--- src/rtl/atm_multi_account.sv ---
// atm_multi_account: multi-account ATM controller with per-account password and balance files.
// Emits binary status only; display encoding happens downstream.
module atm_multi_account #(
   parameter  int unsigned N_ACCOUNTS = 4,
   parameter  int unsigned SW_W       = 4,
   parameter  int unsigned BAL_W      = 8,
   parameter  int unsigned MAX_TRIES  = 3,
   parameter  int unsigned LONG_LOCK  = 80,
   parameter  int unsigned SHORT_LOCK = 40,
   localparam int unsigned ACCT_W     = (N_ACCOUNTS > 1) ? $clog2(N_ACCOUNTS) : 1,
   localparam int unsigned TRY_W      = $clog2(MAX_TRIES + 1)
) (
   input  logic              clk,
   input  logic              rst,
   input  logic              BTN3,
   input  logic              BTN2,
   input  logic              BTN1,
   input  logic [SW_W-1:0]   SW,
   output logic [2:0]        state_o,
   output logic [ACCT_W-1:0] acct_o,
   output logic [BAL_W-1:0]  balance_o,
   output logic [TRY_W-1:0]  tries_o,
   output logic              locked_o,
   output logic              err_o
);

   localparam int unsigned MAX_LOCK = (LONG_LOCK > SHORT_LOCK) ? LONG_LOCK : SHORT_LOCK;
   localparam int unsigned TMR_W    = $clog2(MAX_LOCK + 1);

   typedef enum logic [2:0] {
      S_IDLE     = 3'd0,
      S_PW_ENTRY = 3'd1,
      S_MENU     = 3'd2,
      S_MONEY    = 3'd3,
      S_PW_OLD   = 3'd4,
      S_PW_NEW   = 3'd5,
      S_LOCK     = 3'd6
   } state_t;

   state_t             r_state;
   state_t             r_exit;
   logic [ACCT_W-1:0]  r_acct;
   logic [SW_W-1:0]    r_pw  [N_ACCOUNTS];
   logic [BAL_W-1:0]   r_bal [N_ACCOUNTS];
   logic [BAL_W-1:0]   r_balance;
   logic [TRY_W-1:0]   r_tries;
   logic [TMR_W-1:0]   r_timer;
   logic               r_locked;
   logic               r_err;

   // Only single-button cycles count as a press.
   logic               w_b3, w_b2, w_b1;
   logic [ACCT_W-1:0]  w_idx;
   logic               w_idx_ok;
   logic [BAL_W-1:0]   w_sel_bal;
   logic [BAL_W:0]     w_sum;
   logic [BAL_W-1:0]   w_amt;
   logic [BAL_W-1:0]   w_diff;
   logic               w_pw_ok;
   logic               w_last_try;

   assign w_b3       = BTN3 & ~BTN2 & ~BTN1;
   assign w_b2       = BTN2 & ~BTN3 & ~BTN1;
   assign w_b1       = BTN1 & ~BTN3 & ~BTN2;
   assign w_idx      = SW[ACCT_W-1:0];
   assign w_idx_ok   = 32'(SW) < N_ACCOUNTS;
   assign w_sel_bal  = r_bal[r_acct];
   assign w_sum      = {1'b0, w_sel_bal} + (BAL_W+1)'(SW);
   assign w_amt      = BAL_W'(SW);
   assign w_diff     = w_sel_bal - w_amt;
   assign w_pw_ok    = (SW == r_pw[r_acct]);
   assign w_last_try = (r_tries == TRY_W'(MAX_TRIES - 1));

   always_ff @(posedge clk or negedge rst) begin
      if (!rst) begin
         r_state   <= S_IDLE;
         r_exit    <= S_IDLE;
         r_acct    <= '0;
         r_balance <= '0;
         r_tries   <= '0;
         r_timer   <= '0;
         r_locked  <= 1'b0;
         r_err     <= 1'b0;
         for (int unsigned i = 0; i < N_ACCOUNTS; i++) begin
            r_pw[i]  <= '0;
            r_bal[i] <= '0;
         end
      end else begin
         r_err <= 1'b0;
         case (r_state)
            S_IDLE: begin
               if (w_b3) begin
                  if (w_idx_ok) begin
                     r_acct    <= w_idx;
                     r_balance <= r_bal[w_idx];
                     r_tries   <= '0;
                     r_state   <= S_PW_ENTRY;
                  end else begin
                     r_err <= 1'b1;
                  end
               end
            end
            S_PW_ENTRY, S_PW_OLD: begin
               if (w_b3) begin
                  if (w_pw_ok) begin
                     r_tries <= '0;
                     r_state <= (r_state == S_PW_ENTRY) ? S_MENU : S_PW_NEW;
                  end else if (w_last_try) begin
                     r_tries  <= '0;
                     r_timer  <= TMR_W'(LONG_LOCK);
                     r_locked <= 1'b1;
                     r_exit   <= S_IDLE;
                     r_state  <= S_LOCK;
                  end else begin
                     r_tries <= r_tries + 1'b1;
                  end
               end else if (w_b1) begin
                  r_state <= (r_state == S_PW_ENTRY) ? S_IDLE : S_MENU;
               end
            end
            S_MENU: begin
               if (w_b3) begin
                  r_state <= S_MONEY;
               end else if (w_b2) begin
                  r_tries <= '0;
                  r_state <= S_PW_OLD;
               end else if (w_b1) begin
                  r_state <= S_IDLE;
               end
            end
            S_MONEY: begin
               if (w_b3) begin
                  if (w_sum[BAL_W]) begin
                     r_err <= 1'b1;
                  end else begin
                     r_bal[r_acct] <= w_sum[BAL_W-1:0];
                     r_balance     <= w_sum[BAL_W-1:0];
                  end
               end else if (w_b2) begin
                  if (w_amt <= w_sel_bal) begin
                     r_bal[r_acct] <= w_diff;
                     r_balance     <= w_diff;
                  end else begin
                     // Overdraw attempt: short lock, then back to the money screen.
                     r_err    <= 1'b1;
                     r_timer  <= TMR_W'(SHORT_LOCK);
                     r_locked <= 1'b1;
                     r_exit   <= S_MONEY;
                     r_state  <= S_LOCK;
                  end
               end else if (w_b1) begin
                  r_state <= S_MENU;
               end
            end
            S_PW_NEW: begin
               if (w_b3) begin
                  r_pw[r_acct] <= SW;
                  r_state      <= S_MENU;
               end else if (w_b1) begin
                  r_state <= S_MENU;
               end
            end
            S_LOCK: begin
               // Timer was loaded with N on entry, so this leaves after exactly N locked cycles.
               if (r_timer <= TMR_W'(1)) begin
                  r_timer  <= '0;
                  r_locked <= 1'b0;
                  r_state  <= r_exit;
               end else begin
                  r_timer <= r_timer - 1'b1;
               end
            end
            default: begin
               r_state  <= S_IDLE;
               r_locked <= 1'b0;
            end
         endcase
      end
   end

   assign state_o   = r_state;
   assign acct_o    = r_acct;
   assign balance_o = r_balance;
   assign tries_o   = r_tries;
   assign locked_o  = r_locked;
   assign err_o     = r_err;

endmodule

--- config.mk ---
export PLATFORM = sky130hd
export DESIGN_NAME = atm_multi_account
export DESIGN_NICKNAME = d
export VERILOG_FILES = /design/src/rtl/atm_multi_account.sv
export SDC_FILE = /design/constraint.sdc
export NUM_CORES = 1
export LEC_CHECK = 0
export BUFFER_PORTS_ARGS = -buffer_cell sky130_fd_sc_hd__buf_2
export CAP_MARGIN = 20
export CORE_MARGIN = 2
export CORE_UTILIZATION = 40
export CTS_CLUSTER_SIZE = 12
export DETAILED_ROUTE_END_ITERATION = 6
export RECOVER_POWER = 25
export REMOVE_ABC_BUFFERS = 1
export SYNTH_ARGS = -nofsm -noshare
export SYNTH_HDL_FRONTEND = slang
export SYNTH_SLANG_ARGS = --single-unit
--- constraint.sdc ---
create_clock -name clk -period 4.05 [get_ports clk]
set_input_delay 0.6075 -clock clk [delete_from_list [all_inputs] [get_ports clk]]
set_output_delay 0.6075 -clock clk [all_outputs]
set_load 0.02 [all_outputs]
Yosys cells after proc, flatten, opt, wreduce, memory -nomap -nowiden
Index checks and enable logic that the tools add are counted.
{"block": "totals", "out_inout_bits": 17, "wordCells": 167, "regBits": 75, "in_bits": 9}
{"block": "op_classes", "eq_ne": 27, "bitwise_logic": 12, "muxes": 83, "order_cmp": 6, "reduce_logical": 19, "add_sub_neg": 4}
{"operator": "32-bit two-way mux", "n": 4}
{"operator": "8-bit two-way mux", "n": 11}
{"operator": "3-bit two-way mux", "n": 22}
{"operator": "32-bit bitwise mux", "n": 2}
{"operator": "7-bit two-way mux", "n": 7}
{"operator": "8-bit binary-select mux with 2-bit select", "n": 2}
{"operator": "2-bit != test, second input constant", "n": 12}
{"operator": "7-bit case mux with 3 select lines", "n": 1}
{"operator": "3-bit case mux with 6 select lines", "n": 1}
{"operator": "16-bit bitwise mux", "n": 1}
{"operator": "8-bit demux with 2-bit select", "n": 1}
{"operator": "2-bit two-way mux", "n": 8}
{"operator": "8-bit case mux with 2 select lines", "n": 1}
{"operator": "8-bit AND reduction", "n": 2}
{"operator": "3-bit != test, second input constant", "n": 5}
{"operator": "7-bit AND reduction", "n": 2}
{"operator": "1-bit two-way mux", "n": 13}
{"operator": "4-bit two-way mux", "n": 3}
{"operator": "6-bit AND reduction", "n": 2}
{"operator": "8-bit by 4-bit adder with 9-bit output", "n": 1}
{"operator": "3-bit equality test, second input constant", "n": 3}
{"operator": "4-bit binary-select mux with 2-bit select", "n": 1}
{"operator": "4-bit demux with 2-bit select", "n": 1}
{"operator": "4-bit by 8-bit less-or-equal comparator with 1-bit output", "n": 1}
{"operator": "other kinds (28)", "n": 44}

Logic depth before layout (Yosys ltp)
Gate-level depths: netlist of run 1.
{"block": "logic_depth", "word_depth": 9, "depth_mapped": 13, "depth_no_buf": 10}

Worst setup path before layout of run 1
OpenSTA, ideal clock, no wires.
{"block": "synth_path", "path_kind": "flip-flop to flip-flop", "startpoint": "reg r_acct[0], in the netlist acct_o[0]", "endpoint": "reg r_bal[24] (netlist name)", "n_path_buf": 4, "path_slack_ns": 0.163, "arrival_time_ns": 3.762, "setup_time_ns": 0.125, "stages_incl_launch_ff": 13, "period_less_slack_ns": 3.887, "cell_sequence": "dfrtp_1 buf_4 buf_1 mux4_2 ha_1 clkbuf_1 nor3_1 o311ai_1 o31a_2 nand2_4 or3_1 buf_6 mux2_4"}
{"block": "synth_via", "elab_chain_len": 9, "elab_cells_between_ends": 21}
{"item": "from (decl)", "line_no": "42", "source": "logic [ACCT_W-1:0] r_acct;"}
{"item": "from (signal assigned)", "line_no": "94", "source": "r_acct <= w_idx;"}
{"item": "2-bit inverter with 3-bit output (not written as such) *", "line_no": "67, 136, 141"}
{"item": "8-bit binary-select mux with 2-bit select, or another cell as far along", "line_no": "67", "source": "assign w_sel_bal = r_bal[r_acct];"}
{"item": "8-bit two-way mux (not written as such) / 1-bit logical AND (equally long branches)", "line_no": "67, 136, 141"}
{"item": "8-bit two-way mux, on equally long branches", "line_no": "67, 136, 141"}
{"item": "8-bit by 4-bit subtractor with 8-bit output / 8-bit demux with 2-bit select (equally long branches)", "line_no": "70, 136, 141"}
{"item": "32-bit bitwise mux", "line_no": "141", "source": "r_bal[r_acct] <= w_diff;"}
{"item": "32-bit two-way mux", "line_no": "140", "source": "if (w_amt <= w_sel_bal) begin"}
{"item": "32-bit two-way mux", "line_no": "139", "source": "end else if (w_b2) begin"}
{"item": "32-bit two-way mux", "line_no": "132", "source": "if (w_b3) begin"}
{"item": "to (signal, indexed assignment)", "line_no": "136", "source": "r_bal[r_acct] <= w_sum[BAL_W-1:0];"}
{"item": "to (signal, indexed assignment)", "line_no": "141"}
{"item": "to (decl)", "line_no": "44", "source": "logic [BAL_W-1:0] r_bal [N_ACCOUNTS];"}
Mark *: on every way between the ends. The rest lies on a longest branch, timed or not. The select of a mux whose other input is x is not followed.
A chain may end at the register's enable or synchronous reset.

Final worst setup path of run 1
{"block": "layout_path", "startpoint": "reg r_acct[0], in the netlist acct_o[0]", "endpoint": "reg r_bal[31] (netlist name)"}
The elaborated chain is that of the path after synthesis.

==> impl_metrics.env, run 1 <==
export IMPL_status="finished with violations"
export IMPL_violations="max-capacitance violations, max-slew violations"
export IMPL_cts_resized=0
export IMPL_initial_core_util_pct=40.8
export IMPL_crit_type="register to register"
export IMPL_hold_viol_final=0
export IMPL_vias=3488
export IMPL_synthTopCellsByArea="dfrtp_1, mux4_2, mux2_2"
export IMPL_netlist_instances=422
export IMPL_path_clk_slew_ns=0.06
export IMPL_rsz0062_at_grt="no"
export IMPL_viasPerCell=5.90
export IMPL_final_max_slew_viol_count=74
export IMPL_p_total_mw=3.84
export IMPL_ctsRootBufferMaster="clkbuf_16"
export IMPL_gp_congestion=0.935
export IMPL_crit_path_start_kind="register"
export IMPL_async_flop_share_pct=100
export IMPL_grt_antenna_before_repair=0
export IMPL_grt_pass1_vias=3551
export IMPL_grt_usage_pct=19.3
export IMPL_yosysTopAreaCellShare_pct=39.4
export IMPL_wire_per_inst_microns=19.4
export IMPL_antenna_cells=0
export IMPL_yosys_area_top_type="dfrtp_1"
export IMPL_timing_rr_start="acct_o[0]"
export IMPL_tritoncts_num_sinks=73
export IMPL_setup_violations_final=0
export IMPL_post_route_util_pct=45.6
export IMPL_cts_setup_buffers=0
export IMPL_fin_skew_ns=0.00805
export IMPL_hp_start="balance_o[5]"
export IMPL_yosys_cell_types_count=63
export IMPL_power_density_nw_per_um2=742
export IMPL_endpoint="r_bal[31]"
export IMPL_cp_end_kind="register"
export IMPL_cap_viol_max_count=1
export IMPL_grt_pass1_wl_mm=19.0
export IMPL_synth_main_ff_cell="dfrtp_1"
export IMPL_yosys_warnings=0
export IMPL_grt_max_degree=74
export IMPL_core_rowCount=39
export IMPL_dr_wl_met3_microns=559
export IMPL_drc=0
export IMPL_p_leak_nw=2.30
export IMPL_area_growth_pct=11.7
export IMPL_fin_nets=464
export IMPL_cp_max_fo=9
export IMPL_reg2regPathDepth=8
export IMPL_syn_area_sq_um=4640
export IMPL_critPathLaunch="acct_o[0]"
export IMPL_clockBufferDepth=2
export IMPL_synth_edff_count=0
export IMPL_vdd_ir_drop_max_mv=0.394
export IMPL_place_inst=575
export IMPL_fin_setup_tns_ns=0
export IMPL_hold_buffers=0
export IMPL_dr_pass1_iters=4
export IMPL_worstPathRequired_ns=4.28
export IMPL_cts_tree="yes"
export IMPL_detail_route_antenna_nets=0
export IMPL_slew_headroom_pct=-21.6
export IMPL_fin_hold_ws_ns=0.494
export IMPL_drt_total_wl_mm=11.5
export IMPL_io_buffer_count=25
export IMPL_dr_wl_met2_mm=5.33
export IMPL_dieArea_sq_um=12500
export IMPL_yosysSeqAreaShare_pct=39.4
export IMPL_cts_buffers=9
export IMPL_reg2reg_to="r_bal[31]"
export IMPL_critical_path_arrival_ns=3.78
export IMPL_die_w_microns=112
export IMPL_wl_met1_mm=5.40
export IMPL_hold_class="register to register"
export IMPL_die_y_microns=112
export IMPL_drive_gt1_share_pct=28.6
export IMPL_n_fill_cell=1066
export IMPL_tightest_slew_ns=1.82
export IMPL_dp_hpwl_mm=8.18
export IMPL_avgSynthCellArea_sq_um=11.0
export IMPL_cts_htree_levels=3
export IMPL_gr_total_overflow=0
export IMPL_reg2reg_slack_ns=0.50
export IMPL_post_route_period_util_pct=87.7
export IMPL_io_pins=26
export IMPL_min_period_ns=3.55
export IMPL_drt_iter0_markers=331
export IMPL_max_freq_mhz=282
export IMPL_ys_seq_elements=73
export IMPL_topRoutingLayerUsed="met4"
export IMPL_finalNonFillerCells=591
export IMPL_clock_latency_ns=0.35
export IMPL_core_sq_um=11400
-- state kept, by name, indices dropped and copies added, names as in the netlist --
register,flops
acct_o,2
balance_o,8
err_o,1
locked_o,1
r_bal,32
r_exit,1
r_pw,16
r_timer,7
state_o,3
tries_o,2
-- stage by stage --
stage / worst slack, ns / cell area (sq um)
6_report: 0.498 / 5180
5_1_grt: 0.281 / 5180
4_1_cts: 0.527 / 5180
3_5_place_dp: 0.542 / 4890
3_3_place_gp: 0.635 / 4890
2_1_floorplan: 0.332 / 4520
-- report_power, final --
| group | total (mW) | internal [mW] | switching (mW) | leakage [nW] |
|---|---|---|---|---|
| registers | 1.17 | 0.929 | 0.243 | 0.975 |
| logic | 1.87 | 0.810 | 1.06 | 1.19 |
| clock network | 0.803 | 0.479 | 0.324 | 0.139 |
| total | 3.84 | 2.22 | 1.63 | 2.30 |
-- worst max-delay path, cell delays in order, from the launching register on --
cell	delay [ns]
dfrtp_1	0.55
mux4_2	0.59
ha_1	0.45
nor3_1	0.11
o311ai_1	0.43
o31a_2	0.27
nand2_4	0.09
or3_1	0.57
mux2_4	0.38
-- cell families (layout without fill, tap and decap cells) --
family                     count (synthesis)  count (layout)  synth area share [%]
DFF                                       73              73                  39.4
xor gates and xnor gates                  11              11                  2.08
buffers and inverters                     39              65                  3.86
muxes                                     76              76                  24.0
AOI/OAI and AO/OA                         91              91                  13.6
adders and majority gates                 12              12                  3.56
and+or+nand+nor                          120             120                  13.6
-- placed cells by master (no fill, tap or decap), types with 3 or more instances in the layout --
cell type,instances
nand2b_1,7
mux2_2,39
o21bai_1,4
nor3b_1,4
inv_1,16
xnor2_1,8
o32ai_1,3
ha_1,10
o21ai_0,20
clkbuf_16,9
nand2_1,23
a2bb2oi_1,5
xor2_1,3
mux2_4,8
mux2i_1,8
nand4_1,3
and2_1,3
buf_4,8
nand3_1,9
a21oi_1,17
o41ai_1,4
nor3_1,12
mux4_2,21
buf_2,24
nor2_2,3
nor2_1,28
or3_1,4
nor2b_1,6
dfrtp_1,73
a31oi_1,6
or2_2,4
o22ai_1,9
nor4_1,3
-- metal layers --
layer	vias to the layer above	track usage, %
met3	16	4.46
met2	94	30.1
li1	1622	-
met4	0	5.10
met5	-	0
met1	1756	27.1
-- area by class of cell --
class | instances | area, sq um | area share, %
Clock inverter | 6 | 67.6 | 1.30
Multi-Input combinational cell | 310 | 2640 | 50.8
Sequential cell | 73 | 1830 | 35.2
Timing Repair Buffer | 33 | 185 | 3.57
Tap cell | 143 | 179 | 3.45
Inverter | 16 | 60.1 | 1.16
Clock buffer | 10 | 229 | 4.42
-- synth_stat cells (5+ instances only) --
master / n
xnor2_1: 8
o21ai_0: 20
a2bb2oi_1: 5
nor3_1: 12
a31oi_1: 6
mux4_2: 21
inv_1: 16
nand2_1: 23
mux2_2: 39
nor2b_1: 6
dfrtp_1: 73
nand3_1: 9
nor2_1: 28
o22ai_1: 9
mux2_4: 8
a21oi_1: 17
ha_1: 10
mux2i_1: 8
nand2b_1: 7
clkbuf_1: 14
-- how the worst min path moves through the flow --
stage,end,slack [ns],cells after the start
2_1_floorplan,acct_o[0],0.31,0
3_3_place_gp,r_pw[15],0.47,2
3_5_place_dp,balance_o[3],0.47,2
4_1_cts,r_bal[22],0.46,1
5_1_grt,r_pw[15],0.52,2
6_report,balance_o[5],0.49,2
Power figures use the tool's default switching activity.
==> run 2: changes to the inputs <==
--- a/config.mk
+++ b/config.mk
@@ -7,7 +7,7 @@
 export LEC_CHECK = 0
 export BUFFER_PORTS_ARGS = -buffer_cell sky130_fd_sc_hd__buf_2
 export CAP_MARGIN = 20
-export CORE_MARGIN = 2
+export CORE_MARGIN = 4
 export CORE_UTILIZATION = 40
 export CTS_CLUSTER_SIZE = 12
 export DETAILED_ROUTE_END_ITERATION = 6
==> run 2 against run 1 <==
Against the previous run: the flow still finishes with violations (max-capacitance violations, max-slew violations); sequential cell count is the same; die area increased by 7.3%; cell count down 0.17%; non-clock buffer count is the same; design area fell by 0.65%; power fell by 2.5%; register-to-register slack barely moved; critical path depth is the same; first-iteration DRC count rose by 1.2%; clock skew up 0.0026 ns; setup slack about the same; sequential power hardly changed; critical path type unchanged; largest power group unchanged.
==> impl_metrics.env, run 2 (synthesized netlist as in run 1, its figures left out) <==
export IMPL_drc=0
export IMPL_drt_iter0_markers=335
export IMPL_clockBufferDepth=2
export IMPL_p_leak_nw=2.29
export IMPL_die_y_microns=116
export IMPL_p_seq_share_pct=31.4
export IMPL_grt_pass1_vias=3420
export IMPL_viasPerCell=5.96
export IMPL_power_density_nw_per_um2=728
export IMPL_drive_gt1_share_pct=28.4
export IMPL_worstPathRequired_ns=4.27
export IMPL_area_growth_pct=10.9
export IMPL_power_frac_comb_pct=49.5
export IMPL_grt_usage_pct=17.9
export IMPL_rsz0062_at_grt="no"
export IMPL_antenna_cells=0
export IMPL_dp_hpwl_mm=8.05
export IMPL_slew_headroom_pct=-24.0
export IMPL_cp_max_fo=9
export IMPL_hold_viol_final=0
export IMPL_setup_violations_final=0
export IMPL_tightest_slew_ns=1.86
export IMPL_initial_core_util_pct=40.8
export IMPL_largest_reg_flops=32
export IMPL_cts_resized=0
export IMPL_gr_total_overflow=0
export IMPL_min_period_ns=3.55
export IMPL_vias=3518
export IMPL_met1_usage_pct=25.9
export IMPL_post_route_period_util_pct=87.7
export IMPL_final_max_slew_viol_count=74
export IMPL_tritoncts_num_sinks=73
export IMPL_p_total_mw=3.75
export IMPL_fin_hold_ws_ns=0.480
export IMPL_clkPwrFrac_pct=19.1
export IMPL_fin_skew_ns=0.0107
export IMPL_largest_register="r_bal"
export IMPL_crit_type="register to register"
export IMPL_core_sq_um=11400
export IMPL_cts_htree_levels=3
export IMPL_hold_buffers=0
export IMPL_internal_power_mw=2.15
export IMPL_cts_setup_buffers=0
export IMPL_vdd_ir_drop_max_mv=0.422
export IMPL_critical_path_arrival_ns=3.77
export IMPL_cts_tree="yes"
export IMPL_grt_pass1_wl_mm=18.4
export IMPL_crit_path_start_kind="register"
export IMPL_cap_viol_max_count=1
export IMPL_met2_usage_pct=26.9
export IMPL_io_pins=26
export IMPL_io_buffer_count=25
export IMPL_status="finished with violations"
export IMPL_gp_congestion=0.911
export IMPL_clock_latency_ns=0.34
export IMPL_violations="max-capacitance violations, max-slew violations"
export IMPL_final_common_cell="dfrtp_1"
export IMPL_max_freq_mhz=281
export IMPL_dr_pass1_iters=4
export IMPL_grt_busiest_layer="met2"
export IMPL_power_switching_share_pct=42.7
export IMPL_grt_max_degree=74
export IMPL_grt_util_met3_pct=3.97
export IMPL_fin_nets=464
export IMPL_cp_end_kind="register"
export IMPL_drt_total_wl_mm=11.3
export IMPL_path_clk_slew_ns=0.06
export IMPL_grt_antenna_before_repair=0
export IMPL_hold_class="register to register"
export IMPL_core_rowCount=39
export IMPL_layout_common_cells="dfrtp_1, mux2_2, nor2_1, buf_2, nand2_1"
export IMPL_cts_buffers=9
export IMPL_power_switching_mw=1.60
export IMPL_n_fill_cell=1062
export IMPL_detail_route_antenna_nets=0
export IMPL_dieArea_sq_um=13400
export IMPL_wire_per_inst_microns=19.2
export IMPL_ctsRootBufferMaster="clkbuf_16"
export IMPL_fin_setup_tns_ns=0
export IMPL_die_w_microns=116
[run 2: critical path: stages, from the launching register on]
cell and delay, ns:
dfrtp_1 0.54, mux4_2 0.57, ha_1 0.45, nor3_1 0.11, o311ai_1 0.42, o31a_2 0.28
nand2_4 0.09, or3_1 0.58, mux2_4 0.38
[run 2: area by class of cell]
class	instances	area (sq um)	area share [%]
well taps	143	179	3.48
clock inverters	5	33.8	0.656
repair buffers	33	185	3.60
clock buffers	10	229	4.45
multi-input cells	310	2640	51.2
inverters	16	60.1	1.17
flip-flops and latches	73	1830	35.5
[run 2: path summary, 6_finish.rpt]
check                          start    endpoint  slack, ns  cells past startpoint
max in group asynchronous        rst  tries_o[0]       2.16                      1
min reg2reg                 r_pw[14]    r_pw[14]       0.48                      2
min                         r_pw[14]    r_pw[14]       0.48                      2
min in group asynchronous        rst  r_timer[2]       0.74                      1
max reg2reg                acct_o[0]   r_bal[25]       0.50                      8
max                        acct_o[0]   r_bal[25]       0.50                      8
[run 2: metal layers]
layer | vias to the layer above | share of wire (%)
li1 | 1621 | -
met1 | 1773 | 47
met2 | 107 | 46
met3 | 17 | 6.0
met4 | 0 | 1.7
met5 | - | 0
[run 2: power groups by stage]
stage / Combinational [mW] / Clock [mW] / Sequential, mW
floorplan: 1.28 / 0 / 1.23
global placement: 1.82 / 0 / 1.18
detailed placement: 1.84 / 0 / 1.19
CTS: 1.85 / 0.744 / 1.17
global route: 2.04 / 0.767 / 1.21
finish: 1.86 / 0.716 / 1.18
[run 2: through the flow]
step,utilization [%],worst slack [ns],cells,area [sq um]
2_1_floorplan,-,0.332,399,4520
3_3_place_gp,43.0,0.625,575,4890
3_5_place_dp,43.0,0.525,575,4890
4_1_cts,45.3,0.522,590,5150
5_1_grt,45.3,0.307,590,5150
6_report,45.3,0.497,590,5150
==> run 3: changes to the inputs <==
--- a/config.mk
+++ b/config.mk
@@ -5,12 +5,16 @@
 export SDC_FILE = /design/constraint.sdc
 export NUM_CORES = 1
 export LEC_CHECK = 0
+export ABC_AREA = 1
 export BUFFER_PORTS_ARGS = -buffer_cell sky130_fd_sc_hd__buf_2
 export CAP_MARGIN = 20
+export CELL_PAD_IN_SITES_DETAIL_PLACEMENT = 1
+export CELL_PAD_IN_SITES_GLOBAL_PLACEMENT = 1
 export CORE_MARGIN = 4
 export CORE_UTILIZATION = 40
 export CTS_CLUSTER_SIZE = 12
 export DETAILED_ROUTE_END_ITERATION = 6
+export PLACE_DENSITY_LB_ADDON = 0.1
 export RECOVER_POWER = 25
 export REMOVE_ABC_BUFFERS = 1
 export SYNTH_ARGS = -nofsm -noshare
==> run 3 against run 2 <==
Against the previous run: the flow still finishes with violations (max-capacitance violations, max-slew violations); synthesized cell count rose by 59%; area after synthesis rose by 5.7%; non-clock buffer count did not move; count of clock-buffer cells in the layout rose by 2; hold slack got worse by 0.0077 ns; largest power group unchanged.
==> impl_metrics.env, run 3 <==
export IMPL_status="finished with violations"
export IMPL_violations="max-capacitance violations, max-slew violations"
export IMPL_reg2regPathDepth=15
export IMPL_cts_buffers=9
export IMPL_yosysSeqAreaShare_pct=37.2
export IMPL_hold_viol_final=0
export IMPL_crit_slowest_cell="a221oi_1"
export IMPL_cap_viol_max_count=1
export IMPL_drt_iter0_markers=237
export IMPL_grt_antenna_before_repair=0
export IMPL_vdd_ir_drop_max_mv=0.302
export IMPL_clock_latency_ns=0.35
export IMPL_reg2reg_slack_ns=0.73
export IMPL_crit_chain="inv_2, nor2_1, buf_4, a221oi_1, inv_1, ha_1, inv_1, nor3_1, nor2_4, nand4_1, nand2_1, nor2_8, clkinv_4, nand2_1, nand2_1"
export IMPL_synthTopCellsByArea="dfrtp_1, nand2_1, o21ai_0"
export IMPL_dp_slack_ns=0.704
export IMPL_cts_setup_buffers=0
export IMPL_crit_type="register to register"
export IMPL_tightest_slew_ns=1.91
export IMPL_layout_common_cells="nand2_1, dfrtp_1, inv_1, o21ai_0, nand3_1"
export IMPL_antenna_cells=0
export IMPL_critical_path_arrival_ns=3.56
export IMPL_vias=4546
export IMPL_die_y_microns=119
export IMPL_yosysTopAreaCellShare_pct=37.2
export IMPL_yosys_cell_types_count=44
export IMPL_slew_headroom_pct=-27.3
export IMPL_gp_congestion=0.988
export IMPL_yosys_top_cells_count="nand2_1, dfrtp_1, inv_1"
export IMPL_dr_pass1_iters=4
export IMPL_grt_pass1_vias=4669
export IMPL_drt_total_wl_mm=14.6
export IMPL_ctsRootBufferMaster="clkbuf_16"
export IMPL_area_growth_pct=10.8
export IMPL_syn_area_sq_um=4900
export IMPL_yosys_warnings=0
export IMPL_cts_htree_levels=3
export IMPL_cp_end_kind="register"
export IMPL_reg2reg_to="balance_o[6]"
export IMPL_path_clk_slew_ns=0.06
export IMPL_p_leak_nw=2.79
export IMPL_hold_class="register to register"
export IMPL_core_sq_um=12000
export IMPL_final_common_cell="nand2_1"
export IMPL_crit_path_start_kind="register"
export IMPL_avgSynthCellArea_sq_um=7.31
export IMPL_max_freq_mhz=301
export IMPL_dp_hpwl_mm=10.7
export IMPL_hold_depth=2
export IMPL_cp_max_fo=13
export IMPL_internal_power_mw=1.88
export IMPL_final_max_slew_viol_count=74
export IMPL_timing_rr_start="acct_o[0]"
export IMPL_yosys_area_top_type="dfrtp_1"
export IMPL_drive_gt1_share_pct=13.4
export IMPL_crit_buf_inv=5
export IMPL_rsz0062_at_grt="no"
export IMPL_min_period_ns=3.32
export IMPL_yosysMostFrequentCell="nand2_1"
export IMPL_fin_skew_ns=0.00693
export IMPL_drc=0
export IMPL_io_buffer_count=25
export IMPL_initial_core_util_pct=40.8
export IMPL_p_seq_share_pct=30.5
export IMPL_synth_edff_count=0
export IMPL_post_route_period_util_pct=82.1
export IMPL_grt_pass1_wl_mm=24.5
export IMPL_async_flop_share_pct=100
export IMPL_fin_ws_ns=0.727
export IMPL_fin_nets=717
export IMPL_worstPathRequired_ns=4.28
export IMPL_cts_resized=0
export IMPL_grt_usage_pct=21.8
export IMPL_setup_violations_final=0
export IMPL_fin_setup_tns_ns=0
export IMPL_clockBufferDepth=2
export IMPL_cp_top_family="simple AND/OR/NAND/NOR gates"
export IMPL_clkPwrFrac_pct=24.2
export IMPL_core_rowCount=40
export IMPL_power_switching_mw=1.57
export IMPL_netlist_instances=671
export IMPL_die_w_microns=119
export IMPL_ys_seq_elements=73
export IMPL_cp_common_cell="nand2_1"
export IMPL_wire_per_inst_microns=17.2
export IMPL_synth_main_ff_cell="dfrtp_1"
export IMPL_gr_total_overflow=0
export IMPL_min_to="locked_o"
export IMPL_largest_register="r_bal"
export IMPL_cts_tree="yes"
export IMPL_io_pins=26
export IMPL_critPathMaxStageDelay_ns=0.59
export IMPL_largest_reg_flops=32
export IMPL_power_density_nw_per_um2=636
export IMPL_dieArea_sq_um=14100
export IMPL_viasPerCell=5.36
export IMPL_power_frac_comb_pct=45.3
export IMPL_hp_start="locked_o"
export IMPL_tritoncts_num_sinks=73
export IMPL_grt_max_degree=74
export IMPL_power_switching_share_pct=45.5
export IMPL_hold_buffers=0
export IMPL_detail_route_antenna_nets=0
## run 3: cell type report
type / count / area, sq um
Clock inverter: 4 / 51.3
Multi-Input combinational cell: 520 / 2700
Clock buffer: 12 / 256
Fill cell: 1549 / 6580
Tap cell: 147 / 184
Sequential cell: 73 / 1830
Timing Repair Buffer: 33 / 185
Inverter: 59 / 226
## run 3: worst max path at each step
stage                     slack [ns]  cells past startpoint       from           end
after floorplan                 0.69                     17  acct_o[0]  balance_o[4]
final                           0.73                     15  acct_o[0]  balance_o[6]
after global placement          0.83                     15  acct_o[0]  balance_o[3]
after CTS                       0.67                     14  acct_o[1]  balance_o[6]
after global routing            0.43                     15  acct_o[0]  balance_o[6]
after detailed placement        0.70                     15  acct_o[0]  balance_o[6]
## run 3: logic make-up (layout without fill, tap and decap cells)
family | after synthesis | after routing | synth area share [%]
compound gates | 105 | 105 | 12.3
xor+xnor | 7 | 7 | 1.25
flops | 73 | 73 | 37.2
buf+inv | 78 | 108 | 7.65
simple gates | 395 | 395 | 38.0
fa+ha+maj | 12 | 12 | 3.37
mux | 1 | 1 | 0.204
## run 3: metal layers
layer / track usage [%] / wire (microns) / vias to the layer above / share of wire, %
li1: - / - / 2228 / -
met1: 30.4 / 7220 / 2236 / 49
met2: 34.8 / 6720 / 67 / 46
met3: 4.02 / 481 / 15 / 3.3
met4: 5.58 / 175 / 0 / 1.2
met5: 0 / 0 / - / 0
## run 3: power by group through the flow
stage	registers, mW	logic (mW)	clock network [mW]
6_report	1.05	1.57	0.834
4_1_cts	1.05	1.58	0.856
2_1_floorplan	1.13	1.00	0
3_5_place_dp	1.06	1.58	0
3_3_place_gp	1.06	1.53	0
5_1_grt	1.08	1.76	0.896
## run 3: stage by stage
stage	instance area (sq um)	std cells	total power [mW]	util (%)	hold WS (ns)
after floorplan	4760	652	2.13	-	0.312
after global placement	5130	832	2.58	42.7	0.451
after detailed placement	5130	832	2.64	42.7	0.466
after CTS	5440	848	3.49	45.3	0.466
after global routing	5430	848	3.73	45.2	0.506
final	5430	848	3.45	45.2	0.472
## run 3: worst min-delay path, delay by kind of cell (launching register included)
family	cells	cell delay, ns
DFF	1	0.34
and+or+nand+nor	2	0.10
